--- config.mk ---
export PLATFORM = sky130hd
export DESIGN_NAME = mem_arbiter_n
export DESIGN_NICKNAME = d
export VERILOG_FILES = /design/src/rtl/mem_arbiter_n.sv
export SDC_FILE = /design/constraint.sdc
export NUM_CORES = 1
export LEC_CHECK = 0
export ABC_CLOCK_PERIOD_IN_PS = 9750
export CORE_MARGIN = 2
export CORE_UTILIZATION = 33
export DETAILED_ROUTE_END_ITERATION = 16
export GPL_TIMING_DRIVEN = 1
export SYNTH_ARGS = -nofsm -noshare
export SYNTH_HDL_FRONTEND = slang
export SYNTH_SLANG_ARGS = --single-unit
--- constraint.sdc ---
create_clock -name clk -period 9.75 [get_ports clk]
set_input_delay 0.975 -clock clk [delete_from_list [all_inputs] [get_ports clk]]
set_output_delay 0.975 -clock clk [all_outputs]
set_load 0.005 [all_outputs]
--- src/rtl/mem_arbiter_n.sv ---
// N-channel arbiter merging latched per-channel requests onto one single-beat memory bus.
// Fixed-priority (lowest index) or round-robin grant; one transaction outstanding at a time.
module mem_arbiter_n #(
    parameter int NCH = 2,
    parameter int RR  = 0,
    parameter int CW  = $clog2(NCH)
) (
    input  logic              clk,
    input  logic              rst,
    input  logic [NCH-1:0]    ch_valid,
    input  logic [NCH-1:0]    ch_instr,
    input  logic [NCH*32-1:0] ch_addr,
    input  logic [NCH*32-1:0] ch_wdata,
    input  logic [NCH*4-1:0]  ch_wstrb,
    output logic [NCH-1:0]    ch_ready,
    output logic [31:0]       ch_rdata,
    output logic              memory_valid,
    output logic              memory_instr,
    output logic [31:0]       memory_addr,
    output logic [31:0]       memory_wdata,
    output logic [3:0]        memory_wstrb,
    input  logic [31:0]       memory_rdata,
    input  logic              memory_ready,
    output logic [CW-1:0]     memory_chan
);

    // Handshake: a channel pulses ch_valid for one cycle and is answered later by a one-cycle
    // ch_ready; the bus side holds memory_valid with a stable payload until memory_ready.
    localparam logic [0:0] S_IDLE = 1'b0;
    localparam logic [0:0] S_BUSY = 1'b1;

    logic [0:0]     state;
    logic [NCH-1:0] pend;
    logic [NCH-1:0] slot_instr;
    logic [31:0]    slot_addr  [NCH];
    logic [31:0]    slot_wdata [NCH];
    logic [3:0]     slot_wstrb [NCH];
    logic [CW-1:0]  ptr;
    logic [CW-1:0]  win;
    logic           win_found;
    logic           grant;

    // Winner selection works only on registered pend bits, so a same-cycle valid is not seen.
    always_comb begin
        win       = '0;
        win_found = 1'b0;
        if (RR == 0) begin
            for (int i = NCH - 1; i >= 0; i--) begin
                if (pend[i]) win = CW'(i);
            end
        end else begin
            for (int k = 1; k <= NCH; k++) begin
                if (!win_found && pend[(int'(ptr) + k) % NCH]) begin
                    win       = CW'((int'(ptr) + k) % NCH);
                    win_found = 1'b1;
                end
            end
        end
    end

    assign grant = (|pend) && ((state == S_IDLE) || memory_ready);

    // Slot write beats slot clear, so a request landing on its own grant edge stays queued.
    always_ff @(posedge clk or posedge rst) begin
        if (rst) begin
            pend       <= '0;
            slot_instr <= '0;
            for (int i = 0; i < NCH; i++) begin
                slot_addr[i]  <= '0;
                slot_wdata[i] <= '0;
                slot_wstrb[i] <= '0;
            end
        end else begin
            for (int i = 0; i < NCH; i++) begin
                if (ch_valid[i]) begin
                    pend[i]       <= 1'b1;
                    slot_instr[i] <= ch_instr[i];
                    slot_addr[i]  <= ch_addr[32*i +: 32];
                    slot_wdata[i] <= ch_wdata[32*i +: 32];
                    slot_wstrb[i] <= ch_wstrb[4*i +: 4];
                end else if (grant && (win == CW'(i))) begin
                    pend[i] <= 1'b0;
                end
            end
        end
    end

    always_ff @(posedge clk or posedge rst) begin
        if (rst) begin
            state        <= S_IDLE;
            ch_ready     <= '0;
            ch_rdata     <= '0;
            memory_valid <= 1'b0;
            memory_instr <= 1'b0;
            memory_addr  <= '0;
            memory_wdata <= '0;
            memory_wstrb <= '0;
            memory_chan  <= '0;
            ptr          <= '0;
        end else begin
            ch_ready <= '0;
            if ((state == S_BUSY) && memory_ready) begin
                ch_ready[memory_chan] <= 1'b1;
                ch_rdata              <= memory_rdata;
            end
            if (grant) begin
                state        <= S_BUSY;
                memory_valid <= 1'b1;
                memory_instr <= slot_instr[win];
                memory_addr  <= slot_addr[win];
                memory_wdata <= slot_wdata[win];
                memory_wstrb <= slot_wstrb[win];
                memory_chan  <= win;
                ptr          <= win;
            end else if ((state == S_BUSY) && memory_ready) begin
                state        <= S_IDLE;
                memory_valid <= 1'b0;
            end
        end
    end

endmodule

==> flow_metrics.tcl, run 1 <==
set metrics [dict create \
    status "complete, no violations" \
    async_flop_share_pct 100 \
    cp_max_fo 75 \
    rows 62 \
    finalSetupTns_ns 0 \
    synth.top_cells.by_area "dfrtp_1, mux2_2, a221o_1, and3_1, buf_2" \
    synth.cell_area_um2 9530 \
    cts_buffers 27 \
    clock.fmax_mhz 332 \
    drcViolationCount 0 \
    drive_gt1_share_pct 25.1 \
    h-tree-depth 1 \
    dp_slack_ns 6.20 \
    finalPower_mw 2.73 \
    root_buffer "clkbuf_16" \
    skew_ns 0.0103 \
    dp_hpwl_um 15300 \
    maxCapViolCount 0 \
    seq_area_frac_synth_pct 64.4 \
    grt_max_degree 135 \
    arrival_ns 3.46 \
    antenna_found_initial 2 \
    power_leakage_nw 5.80 \
    critPathRequiredTime_ns 10.20 \
    grt_remaining_overflow 0 \
    insertion_delay_ns 0.52 \
    slowest_delay_ns 0.92 \
    dieWidth_um 174 \
    layout_setup_ws_ns 6.74 \
    hold_class "register to register" \
    worst_pin_slew_ns 1.08 \
    synth_area_leader_cell "dfrtp_1" \
    track_usage_pct 16.1 \
    path_delay_family "buffers and inverters" \
    grt_pass1_vias 6595 \
    wire_per_inst_um 19.2 \
    whs_ns 0.497 \
    firstDrtPassIters 4 \
    synth_ff_type "dfrtp_1" \
    finalNetCount 1056 \
    critical_path_buf_inv_count 2 \
    synthCells 617 \
    ant_nets 0 \
    synth_seq_cells 245 \
    io_buffers 279 \
    cts.clk_slew.worst_paths_ns 0.06 \
    startpoint_type "primary input" \
    area_growth_pct 42.2 \
    grt_pass1_wl_um 38700 \
    clk_path_buf_depth 3 \
    path_cells "clkdlybuf4s50_1, nand2b_2, buf_4, and3_4, a221o_1" \
    cellPowerDensity_nw_per_um2 201 \
    drv_slew 0 \
    finalHoldViolCount 0 \
    period_needed_ns 3.01 \
    crit_slowest_cell "and3_4" \
    ys_types 16 \
    die_h_um 174 \
    slew-limit-headroom_pct 28.1 \
    hold_buffers 0 \
    rsz0062_at_grt "no" \
    cts_tree "built" \
    routed_via_density 4.89 \
    gp_congestion 0.714 \
    synth_top_area_share_pct 64.4 \
    avgSynthCellArea_um2 15.4 \
    fin_crit_sh_pct 30.9 \
    min_delay_path_depth 1 \
    core_um2 28500 \
    synth_edf_count 0 \
    ios 280 \
    cts.sinks 245 \
    synth.net_count 792 \
    start_util_pct 33.4 \
    worst-r2r-cell-count 4 \
    first_iter_violations 317 \
    ys_warn_count 0 \
    worst-path-stages 5 \
    cts_setup_buffers 0 \
    ir_worst_vdd_v 0.000134 \
    endpoint_kind "register" \
    crit_type "primary input to register" \
    cts_resized 0 \
    die_area_um2 30200 \
    num_vias 6284 \
    drt-total-wl_um 24700 \
    finalSetupViolCount 0 \
]
[routing by layer]
metal	part of all wire [%]	vias to the layer above	wire (µm)	global-route usage (%)
li1	-	2842	-	-
met1	43	3200	10700	21.2
met2	48	205	11900	26.8
met3	5.4	37	1330	3.08
met4	3.0	0	734	5.43
met5	0	-	0	0
[power breakdown]
part | total [mW] | switching (mW) | internal, mW
logic | 0.423 | 0.143 | 0.280
clock network | 1.09 | 0.404 | 0.684
registers | 1.21 | 0.0733 | 1.14
[placed cells by master (no fill, tap or decap)]
cell / n
and3_1: 70
o21bai_1: 2
a21oi_1: 2
clkbuf_8: 6
mux2_2: 170
clkdlybuf4s50_1: 277
dfrtp_1: 244
clkinvlp_4: 2
a221o_1: 69
o21ai_4: 1
nand2b_2: 1
nand2_1: 1
buf_4: 8
nor2_1: 1
nand3_1: 1
clkinv_2: 3
inv_1: 2
clkbuf_1: 5
clkbuf_16: 27
diode_2: 2
inv_8: 1
and3_4: 1
bufinv_16: 5
dfrtp_2: 1
[flip-flops by register name (all words and copies together) (netlist names)]
name	flops
ch_ready	2
memory_addr	32
slot_addr	64
pend	2
state	1
ch_rdata	32
memory_wdata	32
memory_chan	1
memory_instr	1
memory_wstrb	4
slot_wstrb	8
slot_instr	2
slot_wdata	64
[metrics by stage]
stage | instances | utilization (%) | cell area (µm²)
6_report | 1286 | 47.4 | 13500
5_1_grt | 1286 | 47.4 | 13500
4_1_cts | 1284 | 47.4 | 13500
3_5_place_dp | 1236 | 44.1 | 12600
3_3_place_gp | 1236 | 44.1 | 12600
2_1_floorplan | 617 | - | 9530
[layout make-up]
type                            instances  area [µm²]
Antenna cell                            2        5.00
Clock buffer                           38         777
Clock inverter                         10         180
Fill cell                            2581       15000
Inverter                                3        18.8
Multi-Input combinational cell        319        3120
Sequential cell                       245        6130
Tap cell                              384         480
Timing Repair Buffer                  285        2830
[worst paths after layout]
check,startpoint,slack (ns),endpoint
max,memory_ready,6.74,memory_wstrb[2]
min,slot_addr[35],0.50,slot_addr[35]
max reg2reg,state,7.30,memory_wstrb[2]
min reg2reg,slot_addr[35],0.50,slot_addr[35]
max in group asynchronous,rst,7.30,slot_addr[7]
min in group asynchronous,rst,1.05,memory_addr[25]
[kinds of logic (layout without fill, tap and decap cells)]
| kind of cell | after synthesis | after routing | synth area share, % |
|---|---|---|---|
| AO/OA/AOI/OAI | 74 | 74 | 7.57 |
| other | 0 | 2 | 0 |
| buffers and inverters | 53 | 336 | 3.11 |
| multiplexers | 170 | 170 | 20.1 |
| AND/OR/NAND/NOR | 75 | 75 | 4.86 |
| flip-flops | 245 | 245 | 64.4 |
[Yosys cell counts (all sizes together) (2+ instances only)]
library cell and count:
a21oi 2, a221o 69, and3 71, buf 34, clkbuf 16, dfrtp 245
inv 3, mux2 170, o21bai 2
Power figures use the tool's default switching activity.
==> run 2: changes to the inputs <==
ABC_CLOCK_PERIOD_IN_PS = 2600   (was 9750)
clock period = 2.6 ns   (was 9.75 ns; I/O delays follow)
==> flow_metrics.tcl, run 2 (synthesis results as in run 1) <==
set metrics [dict create \
    rr_startpoint "pend[0]" \
    cp_max_fo 27 \
    crit_type "register to register" \
    dp_cells 1245 \
    track_usage_pct 16.7 \
    routed_via_density 4.88 \
    power_leakage_nw 5.88 \
    drv_slew 0 \
    start_util_pct 33.4 \
    die_h_um 174 \
    dp_hpwl_um 16400 \
    cts_tree "built" \
    finalSetupViolCount 0 \
    drive_gt1_share_pct 26.1 \
    h-tree-depth 1 \
    ir_worst_vdd_v 0.000554 \
    finalHoldViolCount 0 \
    reg.largest.list "slot_addr x64, slot_wdata x64" \
    grt_max_degree 71 \
    layout_commonest_cell "clkdlybuf4s50_1" \
    r2r_slack_ns 0.75 \
    area_growth_pct 43.8 \
    maxCapViolCount 0 \
    ant_nets 0 \
    endpoint_kind "register" \
    grt_remaining_overflow 0 \
    startpoint "pend[0]" \
    final_cell_mix "clkdlybuf4s50_1, dfrtp_1, mux2_2" \
    num_vias 6320 \
    cts_setup_buffers 0 \
    finalNetCount 1065 \
    skew_ns 0.0112 \
    slew-limit-headroom_pct 42.1 \
    worst_pin_slew_ns 0.865 \
    finalPower_mw 10.2 \
    die_area_um2 30200 \
    fillers 2562 \
    antenna_found_initial 2 \
    grt_pass1_wl_um 39700 \
    postLayoutCoreUtil_pct 48.0 \
    rsz0062_at_grt "no" \
    finalSetupTns_ns 0 \
    root_buffer "clkbuf_16" \
    cts_resized 0 \
    ios 280 \
    layout_setup_ws_ns 0.754 \
    hold_buffers 0 \
    cts_buffers 27 \
    grt_pass1_vias 6828 \
    worst-r2r-cell-count 3 \
    hold_class "primary input to async pin" \
    startpoint_type "register" \
    drt-total-wl_um 25300 \
    drcViolationCount 0 \
    io_buffers 279 \
    clk_path_buf_depth 3 \
    wire_per_inst_um 19.5 \
    cellPowerDensity_nw_per_um2 742 \
    fin_crit_sh_pct 71.0 \
    firstDrtPassIters 4 \
    clock.fmax_mhz 542 \
    arrival_ns 2.32 \
    core_um2 28500 \
    dieWidth_um 174 \
    dp_slack_ns 0.620 \
    cts.clk_slew.worst_paths_ns 0.06 \
    critPathRequiredTime_ns 3.07 \
    first_iter_violations 216 \
    period_needed_ns 1.85 \
    final_cell_count_no_fill 1295 \
    cts.sinks 245 \
    rows 62 \
    insertion_delay_ns 0.53 \
    status "complete, no violations" \
    r2r_end "memory_addr[26]" \
    gp_congestion 0.716 \
]
## run 2: cell count changes in the layout (fill, tap and decap cells not counted), sizes merged
cell	previous run	this run
buf	8	17
clkinv	3	6
clkbuf	38	36
bufinv	5	4
## run 2: power by group
group | internal, mW | switching (mW)
Combinational | 1.08 | 0.543
Sequential | 4.28 | 0.267
Clock | 2.46 | 1.54
## run 2: layout make-up
cell class	count	area (µm²)	area share, %
Antenna cell	2	5.00	0.0365
Clock buffer	36	769	5.62
Clock inverter	12	166	1.22
Inverter	3	15.0	0.110
Multi-Input combinational cell	319	3110	22.7
Sequential cell	245	6130	44.8
Tap cell	384	480	3.51
Timing Repair Buffer	294	3010	22.0
## run 2: worst max path at each step
stage | slack [ns] | end
2_1_floorplan | -0.88 | ch_rdata[0]
3_3_place_gp | 0.66 | memory_addr[12]
3_5_place_dp | 0.62 | memory_addr[10]
4_1_cts | 0.74 | memory_addr[26]
5_1_grt | 0.65 | memory_addr[24]
6_report | 0.75 | memory_addr[26]
## run 2: per-layer routing
layer	part of all wire, %	track usage, %	wire (µm)
met1	42	21.2	10700
met2	48	27.8	12000
met3	7.5	4.57	1890
met4	2.6	5.32	669
met5	0	0	0
## run 2: metrics by stage
step	hold slack [ns]	area [µm²]
final	0.0416	13700
after global routing	0.0428	13700
after global placement	0.481	12800
after floorplan	0.411	9530
after detailed placement	0.487	12800
after CTS	0.00885	13700
## run 2: critical path, stage by stage (launching register included)
cell	delay, ns
dfrtp_2	0.56
o21ai_4	0.75
buf_12	0.27
a221o_1	0.17
==> run 3: changes to the inputs <==
ABC_CLOCK_PERIOD_IN_PS = 1500   (was 2600)
clock period = 1.5 ns   (was 2.6 ns; I/O delays follow)
==> flow_metrics.tcl, run 3 (synthesis results as in run 1) <==
set metrics [dict create \
    status "complete, no violations" \
    finalSetupViolCount 0 \
    crit_slowest_cell "dfrtp_1" \
    ios 280 \
    rsz0062_at_grt "no" \
    hold_class "primary input to register" \
    finalPower_mw 17.2 \
    grt_pass1_wl_um 39800 \
    cp_max_fo 3 \
    top_layer "met4" \
    io_buffers 279 \
    die_h_um 174 \
    finalSetupTns_ns 0 \
    met1Wirelength_um 10900 \
    skew_ns 0.0143 \
    dieWidth_um 174 \
    layout_commonest_cell "dfrtp_1" \
    worst_pin_slew_ns 0.396 \
    crit_type "register to output port" \
    path_cells "buf_4, clkdlybuf4s15_1" \
    insertion_delay_ns 0.52 \
    dp_cells 1261 \
    area_growth_pct 45.8 \
    path_delay_family "flip-flops" \
    stdcell_area_um2 13900 \
    cts_buffers 27 \
    period_needed_ns 1.41 \
    final_cell_mix "dfrtp_1, clkdlybuf4s50_1, mux2_2" \
    wire_per_inst_um 19.0 \
    r2r_slack_ns 0.10 \
    start_util_pct 33.4 \
    slowest_delay_ns 0.38 \
    fin_crit_sh_pct 94.2 \
    power_frac_seq_pct 45.5 \
    wl_met2_um 12200 \
    final_cell_count_no_fill 1327 \
    critical_path_buf_inv_count 2 \
    clk_path_buf_depth 3 \
    maxCapViolCount 0 \
    power_leakage_nw 6.28 \
    switching_share_pct 23.6 \
    grt_max_degree 45 \
    finalNetCount 1097 \
    place_area_um2 13000 \
    endpoint_kind "output port" \
    dp_hpwl_um 17000 \
    startpoint_type "register" \
    comb_power_share_pct 15.8 \
    grt_pass1_vias 6924 \
    die_area_um2 30200 \
    h-tree-depth 1 \
    slew-limit-headroom_pct 73.6 \
    cts.sinks 245 \
    ir_worst_vdd_v 0.000726 \
    cts_tree "built" \
    finalHoldViolCount 0 \
    clockPowerShare_pct 38.7 \
    intPower_mw 13.2 \
    ant_nets 0 \
    postLayoutCoreUtil_pct 48.6 \
    p_sw_mw 4.06 \
    firstDrtPassIters 4 \
    fillers 2585 \
    multi_input_area_um2 3110 \
    gp_congestion 0.716 \
    clock.fmax_mhz 707 \
    antenna_found_initial 1 \
    track_usage_pct 16.5 \
    drive_gt1_share_pct 28.6 \
    reg.largest.list "slot_addr x64, slot_wdata x64" \
    grt_remaining_overflow 0 \
    drv_slew 0 \
    root_buffer "clkbuf_16" \
    cts.clk_slew.worst_paths_ns 0.06 \
    drt-total-wl_um 25200 \
    regArea_um2 6130 \
    num_vias 6471 \
    arrival_ns 1.26 \
    core_um2 28500 \
    rows 62 \
    wl_met3_um 1440 \
    first_iter_violations 227 \
    drcViolationCount 0 \
    cellPowerDensity_nw_per_um2 1240 \
    routed_via_density 4.88 \
    critPathRequiredTime_ns 1.35 \
]
run 3: cell count changes in the layout (fill, tap and decap cells not counted), moves of 2 or more:
cell             delta
clkdlybuf4s50_1   -105
buf_12              +9
bufinv_16           -2
buf_4              +23
clkbuf_8            +2
dlygate4sd2_1     +104
run 3: power groups by stage:
stage               Combinational, mW  Clock (mW)  Sequential (mW)
floorplan                        1.19           0             7.90
global placement                 2.90           0             7.96
detailed placement               2.96           0             7.96
CTS                              2.77        6.85             7.83
global route                     2.95        7.11             7.94
finish                           2.72        6.66             7.83
run 3: worst paths after layout:
check | from | end | cells past startpoint
setup / recovery | state | memory_valid | 2
hold / removal | ch_valid[1] | slot_addr[28] | 2
setup reg to reg | state | memory_addr[16] | 4
hold reg to reg | slot_wdata[61] | slot_wdata[61] | 1
max in group asynchronous | rst | slot_wdata[36] | 4
min in group asynchronous | rst | slot_wdata[12] | 3
run 3: per-stage QoR:
| step | hold slack (ns) | worst slack, ns |
|---|---|---|
| after floorplan | 0.301 | -1.87 |
| after global routing | 0.0734 | 0.0266 |
| final | 0.0679 | 0.0866 |
| after global placement | 0.480 | -0.246 |
| after detailed placement | 0.487 | -0.286 |
| after CTS | 0.0515 | 0.0434 |
run 3: cell type report:
class	instances	share of cell area [%]
well taps	384	3.46
repair buffers	326	23.3
flip-flops and latches	245	44.2
clock buffers	39	5.77
multi-input cells	319	22.4
inverters	3	0.108
clock inverters	10	0.748
diodes	1	0.0180
run 3: worst reg2reg max path, cell delays in order, from the launching register on:
cell      delay (ns)
dfrtp_1         0.36
nand2b_2        0.08
and3_2          0.27
buf_12          0.19
a221o_1         0.40
run 3: timing repair:
action	CTS	global route
buffers inserted	16	0
endpoints found under the setup margin	105	0
hold buffers	0	0
resized for setup	106	0
run 3: per-layer routing:
| layer | up-vias | GRT usage, % |
|---|---|---|
| met1 | 3304 | 21.7 |
| met5 | - | 0 |
| li1 | 2929 | - |
| met4 | 0 | 4.62 |
| met2 | 201 | 27.9 |
| met3 | 37 | 3.37 |
